[src/rtl/ebus_sram_arbiter_pkg.sv]
// Shared types for the ebus SRAM arbiter: FSM states, pin bundle
// and round-robin index helpers.
package ebus_sram_arbiter_pkg;

   localparam int DATA_W = 8;

   typedef enum logic [2:0] {
      ST_IDLE,
      ST_SETUP,
      ST_ACCESS,
      ST_HOLD,
      ST_RELEASED
   } state_t;

   typedef struct packed {
      logic ce_n;
      logic oe_n;
      logic we_n;
      logic d_oe;
   } pin_ctl_t;

   localparam pin_ctl_t CTL_IDLE = '{
      ce_n: 1'b1,
      oe_n: 1'b1,
      we_n: 1'b1,
      d_oe: 1'b0
   };

   function automatic int ptr_w(input int n);
      return (n > 1) ? $clog2(n) : 1;
   endfunction

   function automatic int wrap_idx(input int p, input int i, input int n);
      int s;
      s = p + i;
      return (s >= n) ? s - n : s;
   endfunction

endpackage

[src/rtl/ebus_sram_arbiter_if.sv]
// Channel-side bus of the SRAM arbiter: packed per-channel requests
// in, one-hot completion and shared read data out.
interface ebus_sram_arbiter_if #(
   parameter int NUM_CH = 4,
   parameter int ADDR_W = 19
);
   import ebus_sram_arbiter_pkg::*;

   logic [NUM_CH-1:0]        ch_req;
   logic [NUM_CH-1:0]        ch_we;
   logic [NUM_CH*ADDR_W-1:0] ch_addr;
   logic [NUM_CH*DATA_W-1:0] ch_wrdata;
   logic [NUM_CH-1:0]        ch_ack;
   logic [DATA_W-1:0]        rddata;

   modport master (
      output ch_req, ch_we, ch_addr, ch_wrdata,
      input  ch_ack, rddata
   );

   modport slave (
      input  ch_req, ch_we, ch_addr, ch_wrdata,
      output ch_ack, rddata
   );

endinterface

[src/rtl/ebus_sram_arbiter_rr_arbiter.sv]
// Round-robin picker: first requester at or after ptr, wrapping,
// returned as one-hot grant plus its index.
module rr_arbiter
   import ebus_sram_arbiter_pkg::*;
#(
   parameter int NUM_CH = 4,
   parameter int PW     = ptr_w(NUM_CH)
) (
   input  logic [NUM_CH-1:0] req,
   input  logic [PW-1:0]     ptr,
   output logic [NUM_CH-1:0] gnt,
   output logic [PW-1:0]     gnt_idx,
   output logic              vld
);

   logic [PW-1:0] c;

   always_comb begin
      gnt     = '0;
      gnt_idx = '0;
      vld     = 1'b0;
      c       = '0;
      for (int i = 0; i < NUM_CH; i++) begin
         c = PW'(wrap_idx(int'(ptr), i, NUM_CH));
         if (!vld && req[c]) begin
            vld     = 1'b1;
            gnt_idx = c;
            gnt[c]  = 1'b1;
         end
      end
   end

endmodule

[src/rtl/ebus_sram_arbiter.sv]
// Round-robin arbiter and cycle generator for the external ebus SRAM.
// SRAM_ARB_BUSREQ_EN adds bus release to an external busreq_n master.
module ebus_sram_arbiter
   import ebus_sram_arbiter_pkg::*;
#(
   parameter int NUM_CH      = 4,
   parameter int ADDR_W      = 19,
   parameter int WAIT_CYCLES = 1
) (
   input  logic               clk,
   input  logic               reset,
   ebus_sram_arbiter_if.slave bus,
   output logic [ADDR_W-1:0]  sram_a,
   output logic               sram_a_oe,
   output logic [DATA_W-1:0]  sram_d_out,
   output logic               sram_d_oe,
   input  logic [DATA_W-1:0]  sram_d_in,
   output logic               sram_ce_n,
   output logic               sram_oe_n,
   output logic               sram_we_n,
   input  logic               ebus_busreq_n,
   output logic               ebus_busack_n
);

   localparam int PW = ptr_w(NUM_CH);

   state_t            state, state_nx;
   logic [PW-1:0]     ptr, gnt_idx;
   logic [NUM_CH-1:0] gnt;
   logic              gnt_vld, busreq, take, last_acc;
   logic [2:0]        wait_cnt;

   logic [ADDR_W-1:0] t_addr, t_addr_nx, a_nx;
   logic [DATA_W-1:0] t_data, t_data_nx, dout_nx, rd_q;
   logic              t_we, t_we_nx;
   logic [NUM_CH-1:0] t_gnt, t_gnt_nx, ack_q, ack_nx;
   pin_ctl_t          ctl_q, ctl_nx;

   rr_arbiter #(.NUM_CH(NUM_CH), .PW(PW)) u_rr (
      .req     (bus.ch_req),
      .ptr     (ptr),
      .gnt     (gnt),
      .gnt_idx (gnt_idx),
      .vld     (gnt_vld)
   );

`ifdef SRAM_ARB_BUSREQ_EN
   logic a_oe_q, busack_q;

   assign busreq = ~ebus_busreq_n;

   always_ff @(posedge clk) begin
      if (reset) begin
         a_oe_q   <= 1'b1;
         busack_q <= 1'b1;
      end else begin
         a_oe_q   <= (state_nx != ST_RELEASED);
         busack_q <= (state_nx != ST_RELEASED);
      end
   end

   assign sram_a_oe     = a_oe_q;
   assign ebus_busack_n = busack_q;
`else
   logic unused_busreq_n;

   assign unused_busreq_n = ebus_busreq_n;
   assign busreq          = 1'b0;
   assign sram_a_oe       = 1'b1;
   assign ebus_busack_n   = 1'b1;
`endif

   // External bus request wins over channels, but only from IDLE
   assign take     = (state == ST_IDLE) && !busreq && gnt_vld;
   assign last_acc = (state == ST_ACCESS) &&
                     (wait_cnt == 3'(WAIT_CYCLES));

   assign t_we_nx   = take ? bus.ch_we[gnt_idx] : t_we;
   assign t_addr_nx = take ?
      bus.ch_addr[int'(gnt_idx)*ADDR_W +: ADDR_W] : t_addr;
   assign t_data_nx = take ?
      bus.ch_wrdata[int'(gnt_idx)*DATA_W +: DATA_W] : t_data;
   assign t_gnt_nx  = take ? gnt : t_gnt;

   always_ff @(posedge clk) begin
      if (reset) state <= ST_IDLE;
      else       state <= state_nx;
   end

   always_comb begin
      state_nx = state;
      unique case (state)
         ST_IDLE: begin
            if (busreq)       state_nx = ST_RELEASED;
            else if (gnt_vld) state_nx = ST_SETUP;
         end
         ST_SETUP:    state_nx = ST_ACCESS;
         ST_ACCESS:   if (last_acc) state_nx = ST_HOLD;
         ST_HOLD:     state_nx = ST_IDLE;
         ST_RELEASED: if (!busreq) state_nx = ST_IDLE;
         default:     state_nx = ST_IDLE;
      endcase
   end

   // Pin values for the coming state, so every pin leaves a flop
   always_comb begin
      ctl_nx  = CTL_IDLE;
      a_nx    = sram_a;
      dout_nx = sram_d_out;
      ack_nx  = '0;
      unique case (state_nx)
         ST_SETUP: begin
            ctl_nx.ce_n = 1'b0;
            ctl_nx.oe_n = t_we_nx;
            ctl_nx.d_oe = t_we_nx;
            a_nx        = t_addr_nx;
            dout_nx     = t_data_nx;
         end
         ST_ACCESS: begin
            ctl_nx.ce_n = 1'b0;
            ctl_nx.oe_n = t_we_nx;
            ctl_nx.d_oe = t_we_nx;
            ctl_nx.we_n = ~t_we_nx;
         end
         ST_HOLD: begin
            ctl_nx.d_oe = t_we_nx;
            ack_nx      = t_gnt_nx;
         end
         default: ;
      endcase
   end

   always_ff @(posedge clk) begin
      if (reset) begin
         ptr        <= '0;
         wait_cnt   <= '0;
         t_addr     <= '0;
         t_data     <= '0;
         t_we       <= 1'b0;
         t_gnt      <= '0;
         ctl_q      <= CTL_IDLE;
         sram_a     <= '0;
         sram_d_out <= '0;
         ack_q      <= '0;
         rd_q       <= '0;
      end else begin
         t_addr     <= t_addr_nx;
         t_data     <= t_data_nx;
         t_we       <= t_we_nx;
         t_gnt      <= t_gnt_nx;
         ctl_q      <= ctl_nx;
         sram_a     <= a_nx;
         sram_d_out <= dout_nx;
         ack_q      <= ack_nx;
         if (take)
            ptr <= (gnt_idx == PW'(NUM_CH - 1)) ? '0 : gnt_idx + 1'b1;
         if (state == ST_ACCESS) wait_cnt <= wait_cnt + 3'd1;
         else                    wait_cnt <= '0;
         if (last_acc && !t_we) rd_q <= sram_d_in;
      end
   end

   assign sram_ce_n  = ctl_q.ce_n;
   assign sram_oe_n  = ctl_q.oe_n;
   assign sram_we_n  = ctl_q.we_n;
   assign sram_d_oe  = ctl_q.d_oe;
   assign bus.ch_ack = ack_q;
   assign bus.rddata = rd_q;

endmodule
[src/flat_wrapper.sv]
// flat-port wrapper written by rule: the top's interface ports become plain ports
module ebus_sram_arbiter_flat import ebus_sram_arbiter_pkg::*;
#(
   parameter int NUM_CH      = 4,
   parameter int ADDR_W      = 19,
   parameter int WAIT_CYCLES = 1
)
  (clk, reset, sram_a, sram_a_oe, sram_d_out, sram_d_oe, sram_d_in, sram_ce_n, sram_oe_n, sram_we_n, ebus_busreq_n, ebus_busack_n, bus_ch_req, bus_ch_we, bus_ch_addr, bus_ch_wrdata, bus_ch_ack, bus_rddata);
  ebus_sram_arbiter_if #(.NUM_CH(NUM_CH), .ADDR_W(ADDR_W)) bus_i ();
  input  logic clk;
  input  logic reset;
  output logic [ADDR_W-1:0] sram_a;
  output logic sram_a_oe;
  output logic [DATA_W-1:0] sram_d_out;
  output logic sram_d_oe;
  input  logic [DATA_W-1:0] sram_d_in;
  output logic sram_ce_n;
  output logic sram_oe_n;
  output logic sram_we_n;
  input  logic ebus_busreq_n;
  output logic ebus_busack_n;
  input wire logic [$bits(bus_i.ch_req)-1:0] bus_ch_req;
  input wire logic [$bits(bus_i.ch_we)-1:0] bus_ch_we;
  input wire logic [$bits(bus_i.ch_addr)-1:0] bus_ch_addr;
  input wire logic [$bits(bus_i.ch_wrdata)-1:0] bus_ch_wrdata;
  output wire logic [$bits(bus_i.ch_ack)-1:0] bus_ch_ack;
  output wire logic [$bits(bus_i.rddata)-1:0] bus_rddata;
  assign bus_i.ch_req = bus_ch_req;
  assign bus_i.ch_we = bus_ch_we;
  assign bus_i.ch_addr = bus_ch_addr;
  assign bus_i.ch_wrdata = bus_ch_wrdata;
  assign bus_ch_ack = bus_i.ch_ack;
  assign bus_rddata = bus_i.rddata;
  ebus_sram_arbiter #(.NUM_CH(NUM_CH), .ADDR_W(ADDR_W), .WAIT_CYCLES(WAIT_CYCLES)) u_core (.clk(clk), .reset(reset), .bus(bus_i), .sram_a(sram_a), .sram_a_oe(sram_a_oe), .sram_d_out(sram_d_out), .sram_d_oe(sram_d_oe), .sram_d_in(sram_d_in), .sram_ce_n(sram_ce_n), .sram_oe_n(sram_oe_n), .sram_we_n(sram_we_n), .ebus_busreq_n(ebus_busreq_n), .ebus_busack_n(ebus_busack_n));
endmodule
[config.mk]
export PLATFORM = sky130hd
export DESIGN_NAME = ebus_sram_arbiter_flat
export DESIGN_NICKNAME = d
export VERILOG_FILES = /design/src/rtl/ebus_sram_arbiter_pkg.sv /design/src/rtl/ebus_sram_arbiter_if.sv /design/src/rtl/ebus_sram_arbiter_rr_arbiter.sv /design/src/rtl/ebus_sram_arbiter.sv /design/src/flat_wrapper.sv
export SDC_FILE = /design/constraint.sdc
export NUM_CORES = 1
export LEC_CHECK = 0
export ABC_CLOCK_PERIOD_IN_PS = 9300
export CORE_MARGIN = 5
export CORE_UTILIZATION = 55
export DETAILED_ROUTE_END_ITERATION = 8
export DONT_BUFFER_PORTS = 1
export GPL_TIMING_DRIVEN = 1
export PLACE_DENSITY = 0.7
export SLEW_MARGIN = 20
export SYNTH_ARGS = -nofsm -noshare
export SYNTH_HDL_FRONTEND = slang
export SYNTH_HIERARCHICAL = 1
export SYNTH_SLANG_ARGS = --single-unit
[constraint.sdc]
create_clock -name clk -period 9.3 [get_ports clk]
set_input_delay 1.395 -clock clk [delete_from_list [all_inputs] [get_ports clk]]
set_output_delay 1.395 -clock clk [all_outputs]
set_load 0.01 [all_outputs]
==> results of run 1 <==
==> synthesized netlist by cell type, types with 2 or more instances <==
library cell / number / area (sq um)
nand2b_1: 5 / 31.3
nor3_1: 2 / 10.0
a21oi_1: 9 / 45.0
clkbuf_1: 12 / 45.0
nor2b_1: 4 / 25.0
ha_1: 8 / 100
buf_2: 7 / 35.0
nor2_1: 19 / 71.3
and3_1: 28 / 175
mux4_1: 2 / 52.6
dfxtp_1: 56 / 1120
nand3_1: 9 / 45.0
a22oi_1: 8 / 60.1
buf_6: 3 / 33.8
mux2i_1: 8 / 80.1
buf_4: 3 / 22.5
inv_1: 6 / 22.5
and2_1: 2 / 12.5
mux4_2: 30 / 676
a21o_1: 29 / 218
o21ai_0: 15 / 75.1
conb_1: 2 / 7.51
==> through the flow <==
stage | util [%] | cell area [sq um] | instances | total power (W) | hold WS [ns]
5_1_grt | 59.0 | 3270 | 347 | 0.00109 | 0.479
2_1_floorplan | - | 3160 | 287 | 0.000814 | 0.421
4_1_cts | 59.0 | 3270 | 346 | 0.00103 | 0.464
6_report | 59.0 | 3270 | 347 | 0.00102 | 0.461
3_3_place_gp | 57.0 | 3160 | 338 | 0.000860 | 0.433
3_5_place_dp | 57.0 | 3160 | 338 | 0.000872 | 0.442
==> power by group through the flow <==
stage / Sequential [W] / Clock, W / Combinational (W)
CTS: 0.000370 / 0.000160 / 0.000497
global placement: 0.000374 / 0 / 0.000485
global route: 0.000376 / 0.000173 / 0.000542
floorplan: 0.000351 / 0 / 0.000463
finish: 0.000369 / 0.000156 / 0.000493
detailed placement: 0.000377 / 0 / 0.000495
==> layout make-up <==
class	instances	area, sq um	share of cell area [%]
repair buffers	5	37.5	1.15
clock inverters	3	42.5	1.30
diodes	1	2.50	0.0765
clock buffers	5	68.8	2.10
flip-flops and latches	56	1120	34.3
well taps	72	90.1	2.76
multi-input cells	199	1880	57.6
inverters	6	22.5	0.689
==> logic make-up (layout without fill, tap and decap cells) <==
group,after synthesis,count (layout),share of synthesized area [%]
simple gates,78,78,14.6
compound gates,67,67,14.2
flops,56,56,35.5
mux,41,41,26.0
buf+inv,32,19,5.67
fa+ha+maj,8,8,3.17
other cells,2,4,0.238
xor+xnor,2,2,0.555
==> cells in the final DEF, fill, tap and decap left out, types with 2 or more instances in the layout <==
master,Yosys,routed
nand2b_1,5,5
mux4_2,30,30
conb_1,2,3
and3_1,28,28
nand3_1,9,9
nor2b_1,4,4
a21o_1,29,29
nor4b_2,1,2
nor2_1,19,19
buf_4,3,5
dfxtp_1,56,56
clkbuf_8,0,5
mux4_1,2,2
ha_1,8,8
and2_1,2,2
a22oi_1,8,8
o21ai_0,15,15
inv_1,6,6
a21oi_1,9,9
mux2i_1,8,8
==> worst max-delay path, stage by stage <==
cell and delay (ns):
mux4_1 0.60, nor2b_1 0.15, nor2_1 0.07, o31ai_4 0.63, buf_4 0.48, mux4_2 0.57
and3_1 0.20, a21o_1 0.14
==> path summary, 6_finish.rpt <==
path | from | slack (ns) | endpoint | cells past startpoint
worst max-delay path | bus_ch_req[0] | 5.26 | u_core/sram_a[1] | 8
worst min register to register | u_core/wait_cnt[0] | 0.46 | u_core/wait_cnt[0] | 1
worst max register to register | u_core/ptr[0] | 5.34 | u_core/sram_a[1] | 10
worst min-delay path | u_core/wait_cnt[0] | 0.46 | u_core/wait_cnt[0] | 1
==> metal layers <==
metal | GRT usage [%] | up-vias
met1 | 22.8 | 1107
met2 | 36.0 | 109
li1 | - | 1051
met4 | 5.47 | 4
met5 | 0 | -
met3 | 8.36 | 12
==> state kept, by name (all words and copies together), names as in the netlist, 2 cells and up <==
register and flops:
u_core/sram_a 19, u_core/bus.ch_ack 4, u_core/sram_d_out 8, u_core/ptr 2, u_core/bus.rddata 8, u_core/state 3, u_core/t_gnt 4, u_core/wait_cnt 3
==> flow_metrics.py, run 1 <==
metrics = {
    "die": {
        "initial_core_util_pct": 57.0,
        "dieHeight_um": 85.7,
        "rows": 27,
        "core_sq_um": 5540,
        "ios": 172,
        "die_w_um": 85.7,
        "die_area_sq_um": 7350,
    },
    "final_layout": {
        "area_growth_pct": 3.61,
        "layout-drive-gt1-share_pct": 19.0,
        "num-fill-cells": 466,
        "fin_nets": 408,
    },
    "global_routing": {
        "track_usage_pct": 20.4,
        "grt_pass1_vias": 2245,
        "overflow": 0,
        "grt_pass1_wl_mm": 11.9,
        "antenna_found_initial": 3,
        "grt_max_degree": 32,
    },
    "pwr": {
        "p_switching_w": 0.000370,
        "p_seq_share_pct": 36.3,
        "intPower_w": 0.000648,
        "powerDensity_nw_per_um2": 311,
        "switching_share_pct": 36.4,
        "cellLeakagePower_nw": 1.46,
        "clkPwrFrac_pct": 15.3,
        "ir_drop_uv": 143,
        "p_comb_share_pct": 48.4,
    },
    "setup_path": {
        "crit_arrival_ns": 4.25,
        "cp-start-kind": "primary input",
        "endpoint_kind": "flip-flop",
        "required_ns": 9.50,
        "path_max_fanout": 20,
        "worstSetupPathType": "primary input to flip-flop",
    },
    "yosys": {
        "avgSynthCellArea_sq_um": 11.0,
        "async_flop_share_pct": 0,
        "synth_warnings": 6,
        "ys_types": 41,
        "synth_edf_count": 0,
        "ys_seq_area_share_pct": 35.5,
        "syn_inst": 286,
        "syn-cell-area_sq_um": 3160,
        "synthFlopType": "dfxtp_1",
        "synth-seq-cells": 56,
    },
    "place": {
        "place_hpwl_mm": 6.00,
        "port_buffers": 0,
        "gp_congestion": 0.763,
        "post-place-ws_ns": 4.86,
    },
    "route": {
        "ant_nets": 0,
        "highest_layer": "met5",
        "wirelength_mm": 7.82,
        "vias": 2283,
        "wl_met1_mm": 2.76,
        "first_pass_iters": 4,
        "drc": 0,
        "wl_per_cell_um": 22.5,
        "drt_iter0_drc": 61,
        "vias_per_cell": 6.58,
        "wl_met2_mm": 4.06,
        "met3_length_um": 865,
    },
    "timing": {
        "slew_viol_final": 0,
        "fmaxAchievable_mhz": 247,
        "worst_pin_slew_ns": 0.951,
        "fin_ws_ns": 5.26,
        "min_period_ns": 4.04,
        "fin_crit_sh_pct": 43.5,
        "skew_ns": 0.00812,
        "hold_viol": 0,
        "setup_tns_ns": 0,
        "rsz0062_at_grt": "no",
        "setup_violations": 0,
        "slew-limit-headroom_pct": 36.5,
    },
    "cts": {
        "postCtsSetupBuffers": 0,
        "cts_tree": "yes",
        "clock_sinks": 56,
        "cts-root-buf": "clkbuf_8",
        "worstSkewPairLatency_ns": 0.30,
        "cts_resized": 0,
        "numCtsBuffers": 5,
        "hold_buffers": 0,
        "cts.htree.levels": 2,
        "path_clk_slew_ns": 0.10,
        "cts_buffer_depth": 2,
    },
    "flow_run": {
        "cap_violations": 0,
    },
    "outcome": {
        "outcome": "complete, no violations",
    },
    "hold_path": {
        "hold_path.class": "flip-flop to flip-flop",
    },
}
No activity file was read; power rests on OpenSTA's default activity.
==> run 2: changes to the inputs <==
Settings changed: ABC_CLOCK_PERIOD_IN_PS 9300 to 3280, PLACE_DENSITY 0.7 to 0.73.
Clock period 9.3 ns to 3.28 ns, I/O delays scaled along.
==> flow_metrics.py, run 2 (same netlist as run 1, synthesis figures left out) <==
metrics = {
    "final_layout": {
        "postLayoutCoreUtil_pct": 60.6,
        "largest_register": "u_core/sram_a",
        "mostFrequentLayoutCells": "55 x dfxtp_1, 30 x mux4_2, 29 x a21o_1",
        "num-fill-cells": 453,
        "final_cells": 357,
        "area_growth_pct": 6.46,
        "fin_nets": 417,
        "final_common_cell": "dfxtp_1",
        "layout-drive-gt1-share_pct": 21.9,
        "largest_register_ffs": 19,
    },
    "hold_path": {
        "min_path_cells": 1,
        "hold_path.class": "primary input to flip-flop",
    },
    "pwr": {
        "cellLeakagePower_nw": 1.51,
        "ir_drop_uv": 610,
        "powerDensity_nw_per_um2": 900,
    },
    "timing": {
        "slew-limit-headroom_pct": 33.3,
        "skew_ns": 0.00700,
        "fin_ws_ns": 0.203,
        "timing.hold.ws_ns": 0.246,
        "min_period_ns": 3.08,
        "worst_pin_slew_ns": 0.998,
        "rsz0062_at_grt": "no",
        "fin_crit_sh_pct": 93.8,
        "fmaxAchievable_mhz": 325,
        "hold_viol": 0,
        "setup_tns_ns": 0,
        "slew_viol_final": 0,
        "setup_violations": 0,
    },
    "place": {
        "post-place-ws_ns": 0.101,
        "place_hpwl_mm": 6.31,
        "port_buffers": 0,
        "gp_congestion": 0.763,
        "dp_cells": 343,
    },
    "setup_path": {
        "cp_top_family": "multiplexers",
        "endpoint_kind": "flip-flop",
        "path_max_fanout": 15,
        "slowest_stage": "mux4_2",
        "crit_chain": "inv_1 -> ha_1 -> mux4_2 -> and2b_2 -> o21ai_0 -> o31ai_4 -> buf_4 -> buf_12 -> mux4_2 -> and3_1 -> a21o_1",
        "path_depth": 11,
        "required_ns": 3.48,
        "cp-start-kind": "flip-flop",
        "critPathBufInv": 3,
        "reg2regPathDepth": 11,
        "worstSetupPathType": "flip-flop to flip-flop",
        "crit_top_cell": "mux4_2",
        "slowest_delay_ns": 0.50,
        "crit_arrival_ns": 3.27,
    },
    "route": {
        "wl_per_cell_um": 22.8,
        "first_pass_iters": 4,
        "vias": 2286,
        "drc": 0,
        "wirelength_mm": 8.16,
        "ant_nets": 0,
        "vias_per_cell": 6.40,
        "drt_iter0_drc": 74,
    },
    "global_routing": {
        "track_usage_pct": 21.1,
        "grt_pass1_wl_mm": 12.3,
        "grt_max_degree": 32,
        "overflow": 0,
        "grt_pass1_vias": 2345,
        "antenna_found_initial": 1,
    },
    "cts": {
        "cts_tree": "yes",
        "cts.htree.levels": 2,
        "hold_buffers": 0,
        "clock_sinks": 56,
        "worstSkewPairLatency_ns": 0.30,
        "cts-root-buf": "clkbuf_8",
        "numCtsBuffers": 5,
        "cts_buffer_depth": 2,
        "path_clk_slew_ns": 0.10,
    },
    "flow_run": {
        "cap_violations": 0,
    },
    "die": {
        "die_area_sq_um": 7350,
        "rows": 27,
        "die_w_um": 85.7,
        "ios": 172,
        "core_sq_um": 5540,
        "initial_core_util_pct": 57.0,
        "dieHeight_um": 85.7,
    },
    "outcome": {
        "outcome": "complete, no violations",
    },
}
[run 2: changes by cell type in the layout (fill, tap and decap cells not counted), sizes merged]
cell,change
clkbuf,+2
buf,+9
clkinv,-1
diode,+1
bufinv,-1
[run 2: worst reg2reg max path, cell delays in order (launching register included)]
cell	delay (ns)
dfxtp_2	0.40
inv_1	0.10
ha_1	0.36
mux4_2	0.34
and2b_2	0.28
o21ai_0	0.14
o31ai_4	0.10
buf_4	0.21
buf_12	0.18
mux4_2	0.51
and3_1	0.20
a21o_1	0.16
[run 2: path summary, 6_finish.rpt]
kind / start / endpoint / slack, ns
worst max-delay path: u_core/ptr[1] / u_core/sram_a[3] / 0.20
worst min-delay path: reset / u_core/bus.rddata[7] / 0.25
worst max register to register: u_core/ptr[1] / u_core/sram_a[3] / 0.20
worst min register to register: u_core/wait_cnt[0] / u_core/wait_cnt[0] / 0.46
[run 2: layer usage]
metal / part of all wire [%] / up-vias / GRT usage (%)
li1: - / 1066 / -
met1: 37 / 1102 / 24.1
met2: 52 / 108 / 37.2
met3: 10 / 8 / 8.17
met4: 0.82 / 2 / 4.75
met5: 0.16 / - / 0
[run 2: timing repair]
item / in CTS / in global routing
gates resized for setup: 0 / 3
endpoints found under the setup margin: 0 / 34
buffers inserted: 0 / 4
endpoints found under the hold margin: 0 / 0
[run 2: power breakdown]
part | total [W] | internal, W | switching [W]
Combinational | 0.00162 | 0.000922 | 0.000697
Clock | 0.000384 | 0.000172 | 0.000212
Sequential | 0.00102 | 0.000838 | 0.000182
[run 2: stage by stage]
| step | area [sq um] | total power, W |
|---|---|---|
| floorplan | 3160 | 0.00231 |
| global placement | 3220 | 0.00255 |
| detailed placement | 3220 | 0.00260 |
| CTS | 3310 | 0.00298 |
| global route | 3350 | 0.00322 |
| finish | 3360 | 0.00302 |
[run 2: layout make-up]
type	instances	area, sq um	area share (%)
repair buffers	14	134	3.99
inverters	6	22.5	0.670
diodes	2	5.00	0.149
well taps	72	90.1	2.68
clock inverters	1	7.51	0.223
multi-input cells	199	1890	56.3
clock buffers	7	86.3	2.57
flip-flops and latches	56	1120	33.4
==> edit: new RTL, flow settings as in run 2 <==
`ADDR_W` is set to 19 in 3 places; all go to 21.
--- a/src/rtl/ebus_sram_arbiter_if.sv
+++ b/src/rtl/ebus_sram_arbiter_if.sv
@@ -4,3 +4,3 @@
    parameter int NUM_CH = 4,
-   parameter int ADDR_W = 19
+   parameter int ADDR_W = 21
 );
--- a/src/rtl/ebus_sram_arbiter.sv
+++ b/src/rtl/ebus_sram_arbiter.sv
@@ -6,3 +6,3 @@
    parameter int NUM_CH      = 4,
-   parameter int ADDR_W      = 19,
+   parameter int ADDR_W      = 21,
    parameter int WAIT_CYCLES = 1
--- a/src/flat_wrapper.sv
+++ b/src/flat_wrapper.sv
@@ -4,3 +4,3 @@
    parameter int NUM_CH      = 4,
-   parameter int ADDR_W      = 19,
+   parameter int ADDR_W      = 21,
    parameter int WAIT_CYCLES = 1
Interface: changed (resized bus_ch_addr and sram_a); port bits go from 172 to 182. The function was not compared with the original's and may differ.
==> edit against run 2 <==
  * Setup slack worse by 0.055 ns
  * Total power up 11%
  * Final area grew 7.8%
  * Area after synthesis rose by 3.6%
  * Sequential cell count increased by 2
  * Wire length shrank 0.56%
  * Sequential share of layout area down 1.3 points
  * Synthesized cell count fell by 1.4%
==> edit: results (changes against run 2) <==
layout cell share with drive strength beyond 1 = 27.0% (+5.1 points)
Commonest cells post-synth = dfxtp_1, mux4_2, and3_1
met1 Usage GRT = 25.9% (+1.8 points)
Inserted Clock Buffers = 9 (+4)
Lkg Pwr = 0.00172 µW (+14%)
DR WL/cell = 22.0 µm (-3.5%)
status = complete, no violations
number of DRC markers in iteration 0 = 69 (-6.8%)
Slew @ Worst Pin = 0.929 ns (-0.0688 ns)
worst skew pair latency = 0.33 ns (+0.03 ns)
nets = 431 (+3.4%)
internal power = 2210 µW (+14%)
number of flip-flops in the largest register = 21 (+2)
grt met3 use = 7.76% (-0.41 points)
Crit Path Max Fanout = 24 (+9)
Seq group = 930 µW (-9%)
n_diodes = 0 (-2)
H-tree levels = 3 (+1)
clock power share = 22.1% (+9.4 points)
synth top area cells = dfxtp_1, mux4_2, a21o_1
vias in the first global route = 2361 (+0.68%)
area post-placement = 0.00337 mm² (+4.5%)
Final HPWL DP = 6190 µm (-2.0%)
first-pass GRT wire length = 12300 µm (+0.28%)
R2R Setup Slk = 0.15 ns (-0.06 ns)
Fin Clk Skew = 0.00779 ns (+0.000785 ns)
total power = 3350 µW (+11%)
[edit: changes by cell type in the layout (fill, tap and decap cells not counted), moves of 3 or more]
cell	delta
mux2i_1	+9
o21ai_0	-9
a21oi_1	-8
nand3_1	-8
nor2_1	+8
buf_4	+6
clkbuf_8	+3
dfxtp_1	+3
[edit: kinds of logic (layout without fill, tap and decap cells)]
family	Yosys count	after routing	share of synthesized area (%)
other	2	3	0.230
flip-flops	58	58	35.5
AND/OR/NAND/NOR	79	79	14.5
adder cells (fa/ha/maj)	8	8	3.06
buffers and inverters	29	39	5.17
AO/OA/AOI/OAI	52	52	11.7
multiplexers	53	53	29.6
XOR/XNOR	1	1	0.268
[edit: cell type report]
type | instances | area (µm²) | area share (%)
Timing Repair Buffer | 19 | 168 | 4.63
Clock inverter | 7 | 101 | 2.80
Multi-Input combinational cell | 196 | 1960 | 54.1
Inverter | 4 | 15.0 | 0.415
Sequential cell | 58 | 1160 | 32.1
Tap cell | 75 | 93.8 | 2.59
Clock buffer | 9 | 124 | 3.42
[edit: critical path: stages (launching register included)]
cell	delay, ns
dfxtp_1	0.44
inv_1	0.09
ha_1	0.36
mux4_2	0.38
buf_4	0.18
nor4b_4	0.26
nor2_1	0.07
a32o_1	0.25
buf_12	0.17
buf_4	0.18
mux4_2	0.29
and3_1	0.19
a21o_1	0.15
[edit: layer usage]
metal | share of wire (%) | up-vias
met4 | 1.4 | 2
met2 | 51 | 117
li1 | - | 1076
met5 | 0.086 | -
met3 | 9.8 | 13
met1 | 38 | 1136
[edit: per-stage QoR]
step | utilization, % | cells
floorplan | - | 283
global placement | 57.5 | 348
detailed placement | 57.5 | 348
CTS | 61.4 | 364
global route | 61.9 | 368
finish | 61.9 | 368
